<file path="src/rtl/serial_adder.sv">
// serial_adder: bit-serial WIDTH-bit adder, one full-adder cell plus a carry flop, LSB first
module serial_adder #(
  parameter int WIDTH = 8
) (
  input  logic             clk,
  input  logic             rst_n,
  input  logic             start_i,
  input  logic [WIDTH-1:0] a_i,
  input  logic [WIDTH-1:0] b_i,
  input  logic             cin_i,
  output logic             busy_o,
  output logic             done_o,
  output logic [WIDTH-1:0] sum_o,
  output logic             cout_o
);
  localparam int CW = $clog2(WIDTH + 1);
  localparam logic [CW-1:0] LAST = CW'(WIDTH - 1);
  typedef enum logic [1:0] {IDLE = 2'b00, SHIFT = 2'b01, DONE = 2'b10} state_t;
  state_t state_q, state_d;
  logic [WIDTH-1:0] sa_q, sa_d, sb_q, sb_d, ps_q, ps_d, sum_q, sum_d, ps_sh;
  logic [WIDTH:0] ps_cat;
  logic [CW-1:0] cnt_q, cnt_d;
  logic c_q, c_d, cout_q, cout_d, s_bit, c_new;
  assign s_bit  = sa_q[0] ^ sb_q[0] ^ c_q;
  assign c_new  = (sa_q[0] & sb_q[0]) | (sa_q[0] & c_q) | (sb_q[0] & c_q);
  // {s_bit, ps[WIDTH-1:1]} written so it stays legal when WIDTH is 1
  assign ps_cat = {s_bit, ps_q};
  assign ps_sh  = ps_cat[WIDTH:1];
  always_comb begin
    state_d = state_q;
    sa_d    = sa_q;
    sb_d    = sb_q;
    ps_d    = ps_q;
    c_d     = c_q;
    cnt_d   = cnt_q;
    sum_d   = sum_q;
    cout_d  = cout_q;
    if (state_q == SHIFT) begin
      sa_d  = sa_q >> 1;
      sb_d  = sb_q >> 1;
      ps_d  = ps_sh;
      c_d   = c_new;
      cnt_d = cnt_q + CW'(1);
      if (cnt_q == LAST) begin
        sum_d   = ps_sh;
        cout_d  = c_new;
        state_d = DONE;
      end
    end else if (start_i) begin
      sa_d    = a_i;
      sb_d    = b_i;
      c_d     = cin_i;
      ps_d    = '0;
      cnt_d   = '0;
      state_d = SHIFT;
    end else begin
      state_d = IDLE;
    end
  end
  always_ff @(posedge clk or negedge rst_n) begin
    if (!rst_n) begin
      state_q <= IDLE;
      sa_q    <= '0;
      sb_q    <= '0;
      ps_q    <= '0;
      c_q     <= 1'b0;
      cnt_q   <= '0;
      sum_q   <= '0;
      cout_q  <= 1'b0;
    end else begin
      state_q <= state_d;
      sa_q    <= sa_d;
      sb_q    <= sb_d;
      ps_q    <= ps_d;
      c_q     <= c_d;
      cnt_q   <= cnt_d;
      sum_q   <= sum_d;
      cout_q  <= cout_d;
    end
  end
  assign busy_o = state_q == SHIFT;
  assign done_o = state_q == DONE;
  assign sum_o  = sum_q;
  assign cout_o = cout_q;
endmodule

</file>
<file path="config.mk">
export PLATFORM = sky130hd
export DESIGN_NAME = serial_adder
export DESIGN_NICKNAME = d
export VERILOG_FILES = /design/src/rtl/serial_adder.sv
export SDC_FILE = /design/constraint.sdc
export NUM_CORES = 1
export LEC_CHECK = 0
export BUFFER_PORTS_ARGS = -buffer_cell sky130_fd_sc_hd__buf_2
export CAP_MARGIN = 10
export CORE_MARGIN = 2
export CORE_UTILIZATION = 40
export CTS_CLUSTER_DIAMETER = 200
export DETAILED_ROUTE_END_ITERATION = 10
export SYNTH_ARGS = -nofsm -noshare
export SYNTH_HDL_FRONTEND = slang
export SYNTH_SLANG_ARGS = --single-unit
</file>
<file path="constraint.sdc">
create_clock -name clk -period 1.4 [get_ports clk]
set_input_delay 0.21 -clock clk [delete_from_list [all_inputs] [get_ports clk]]
set_output_delay 0.21 -clock clk [all_outputs]
set_load 0.02 [all_outputs]
</file>
==> results.md <==
- Die area: 4890 µm²
- Max_cap viols: 0
- Initial DRT Pass Iterations: 4
- GR peak layer: met2
- Worst Setup End Kind: flip-flop
- Die height: 70.0 µm
- Area post-placement: 1970 µm²
- # H-tree levels: 2
- Critical-path cell list: nor2b_4 -> and4b_4 -> buf_4 -> mux2_4
- Clock Path Buffers: 2
- Initial DRC Count: 99
- Reg2reg start: state_q[1]
- Leakage: 1.06 nW
- Synth top area cells: dfrtp_1 (56%), mux2i_1 (10%), mux2_4 (6.9%)
- Final setup margin: -0.0181 ns
- Area delta synth->final: 21.9%
- Sink Count: 39
- Worst setup path start: state_q[1]
- Critical path class: flip-flop to flip-flop
- Multi-input combinational cell area: 699 µm²
- Actual slew at the worst max-slew pin: 0.443 ns
- Setup Viol. Count Final: 8
- Num CTS Buffers: 5
- Maximum vdd drop: about 1.0 mV
- Placement Setup Slack: -0.0152 ns
- Root Driver: clkbuf_8
- Diodes inserted: 0
- CORE AREA: 4090 µm²
- Die X: roughly 70 µm
- Post-synth top area cell: dfrtp_1
- Min Tclk post-route: 1.42 ns
- Initial Util: 42.6%
- CTS clk-pin slew, worst paths: about 0.070 ns
- EDFF count, synth: 0
- Top-area cell type share of the netlist area: approximately 56%
- Routed WL per cell: 13.3 µm
- P_sw: approximately 1.6 mW
- Antenna violations before repair: 0
- CTS tree: done
- Max Freq: 705 MHz
- Ports: 31
- First-pass GRT wire length: 5550 µm
- Remaining DRCs: 0
- Outcome: complete, but fails checks
- Grt ovf: 0
- Met2 usage: 23.6%
- Design area: around 2100 µm²
- Power density cells: 2100 nW/µm²
- HPWL reported at the end of detailed placement: 2160 µm
- GRT Total Usage: 14.5%
- Final Wtd Congestion: approximately 0.77
- Filler instances: a little under 400
- Crit path DAT: roughly 1.6 ns
- Startpoint Class: flip-flop
- Synth unique cells: 21
- Sw Share: between 30% and 40%
- Top cells by count, synth: dfrtp_1 (39), nand2_1 (24), o21ai_0 (23), mux2i_1 (18)
- Unrepaired setup endpoints after global routing: yes
- Logic pwr share: 40.6%
- Sequential Power Share: 42.6%
- Worst Hold Slack: 0.169 ns
- Critical path peak fanout: 4
- Nets: between 200 and 250
- Cell-internal power: 2.89 mW
- Largest net degree at the start of global routing: 34
- Vias in the first global route: 1239
- Count leader, synth: dfrtp_1
- Synth warn: 0
- Met3 Use GR: under 10%
- Synth Instances: 146
- Vias: around 1200
- Clk_skew: 0.00363 ns
- Syn Std Cell Area: 1740 µm²
- Routing usage on met1: 17.0%
- Post-synthesis sequential area ratio: 56.1%
- Failing checks: setup timing
- Slew margin rel.: a little over two thirds
- DR vias/cell: 4.96
- Clock power share: 16.8%
- Async set or reset register ratio after synthesis: 100%
- Final Max Slew Viols: 0
- Avg Cell Area, Syn: 11.9 µm²
- Drt total wl: just over 3000 µm
- Synth Flop Type: dfrtp_1
- Crit path largest cell delay: just over 0.4 ns
- Final hold viol count: 0
- WP data required: between 1.5 and 2 ns
- Sequential cell area: ~980 µm²
- Std cell rows: 23
- Port buffer count: 30
- Mapped Nets: 168
- Skew-Pair Late Insertion Delay: 0.29 ns
- Share of layout cells above drive strength 1: 32.6%
- Hold Crit Class: primary input to flip-flop
- Hold_sp: b_i[7]
- Crit share post-route: 101%
- FF+latch count, synth: 39
- ANT nets after route: 0
- CP max stage cell: dfrtp_1
- Util after Layout: 51.9%
[power groups by stage]
stage | Sequential, mW | Clock (mW) | Combinational (mW)
2_1_floorplan | 2.00 | 0 | 1.11
3_3_place_gp | 1.90 | 0 | 1.60
3_5_place_dp | 1.92 | 0 | 1.66
4_1_cts | 1.90 | 0.776 | 1.76
5_1_grt | 1.97 | 0.855 | 2.03
6_report | 1.90 | 0.751 | 1.81
[cells by family after synthesis]
group / count (synthesis) / synth area share [%]
muxes: 29 / 19.2
and+or+nand+nor: 41 / 11.6
DFF: 39 / 56.1
xor gates and xnor gates: 1 / 0.503
AOI/OAI and AO/OA: 24 / 7.05
buffers and inverters: 10 / 3.74
adders and majority gates: 2 / 1.87
[worst max-delay path, delay by kind of cell, from the launching register on]
| family | cells | cell delay [ns] |
|---|---|---|
| and+or+nand+nor | 2 | 0.47 |
| muxes | 1 | 0.29 |
| DFF | 1 | 0.41 |
| buffers and inverters | 1 | 0.14 |
[cell usage in the layout (no fill, tap or decap), drive strengths merged, types with 2 or more instances in the layout]
master,instances
mux2,11
buf,40
nand2b,8
o21ai,23
nor2,4
dfrtp,39
clkbuf,6
mux2i,18
nor2b,2
nand2,24
[stage by stage]
stage / power, mW / TNS (ns) / cells
floorplan: 3.11 / -0.0948 / 146
global placement: 3.49 / 0 / 223
detailed placement: 3.58 / -0.0152 / 223
CTS: 4.44 / 0 / 233
global route: 4.85 / -0.452 / 234
finish: 4.46 / -0.107 / 234
[worst paths after layout]
kind	endpoint	slack, ns	depth (start not counted)
min in group asynchronous	sb_q[1]	0.39	2
max in group asynchronous	cout_o	0.55	3
min	sb_q[7]	0.17	3
min reg2reg	sb_q[4]	0.48	2
max reg2reg	cout_o	-0.02	4
max	cout_o	-0.02	4
[sequential cells by signal, indices dropped and copies added, names as in the netlist]
signal / count
sa_q: 8
sb_q: 8
sum_o: 8
ps_q: 7
cnt_q: 4
state_q: 2
c_q: 1
cout_o: 1
[cell type report]
class,count,share of cell area (%)
clock buffer,6,3.89
clock inverter,1,0.236
multi-input combinational,97,33.0
sequential,39,46.0
tap,50,2.95
timing repair buffer,41,13.9
[per-layer routing]
| layer | routed length, µm | share of wire, % |
|---|---|---|
| met4 | 64 | 2.1 |
| met3 | 144 | 4.6 |
| met5 | 0 | 0 |
| met2 | 1540 | 49 |
| met1 | 1370 | 44 |
[timing repair]
action,CTS,global route
setup buffers,2,1
pin swaps,1,1
endpoints found under the hold margin,17,0
hold buffers,1,0
setup endpoints to repair,2,10
resized for setup,3,3
(Power assumes the default switching activity.)
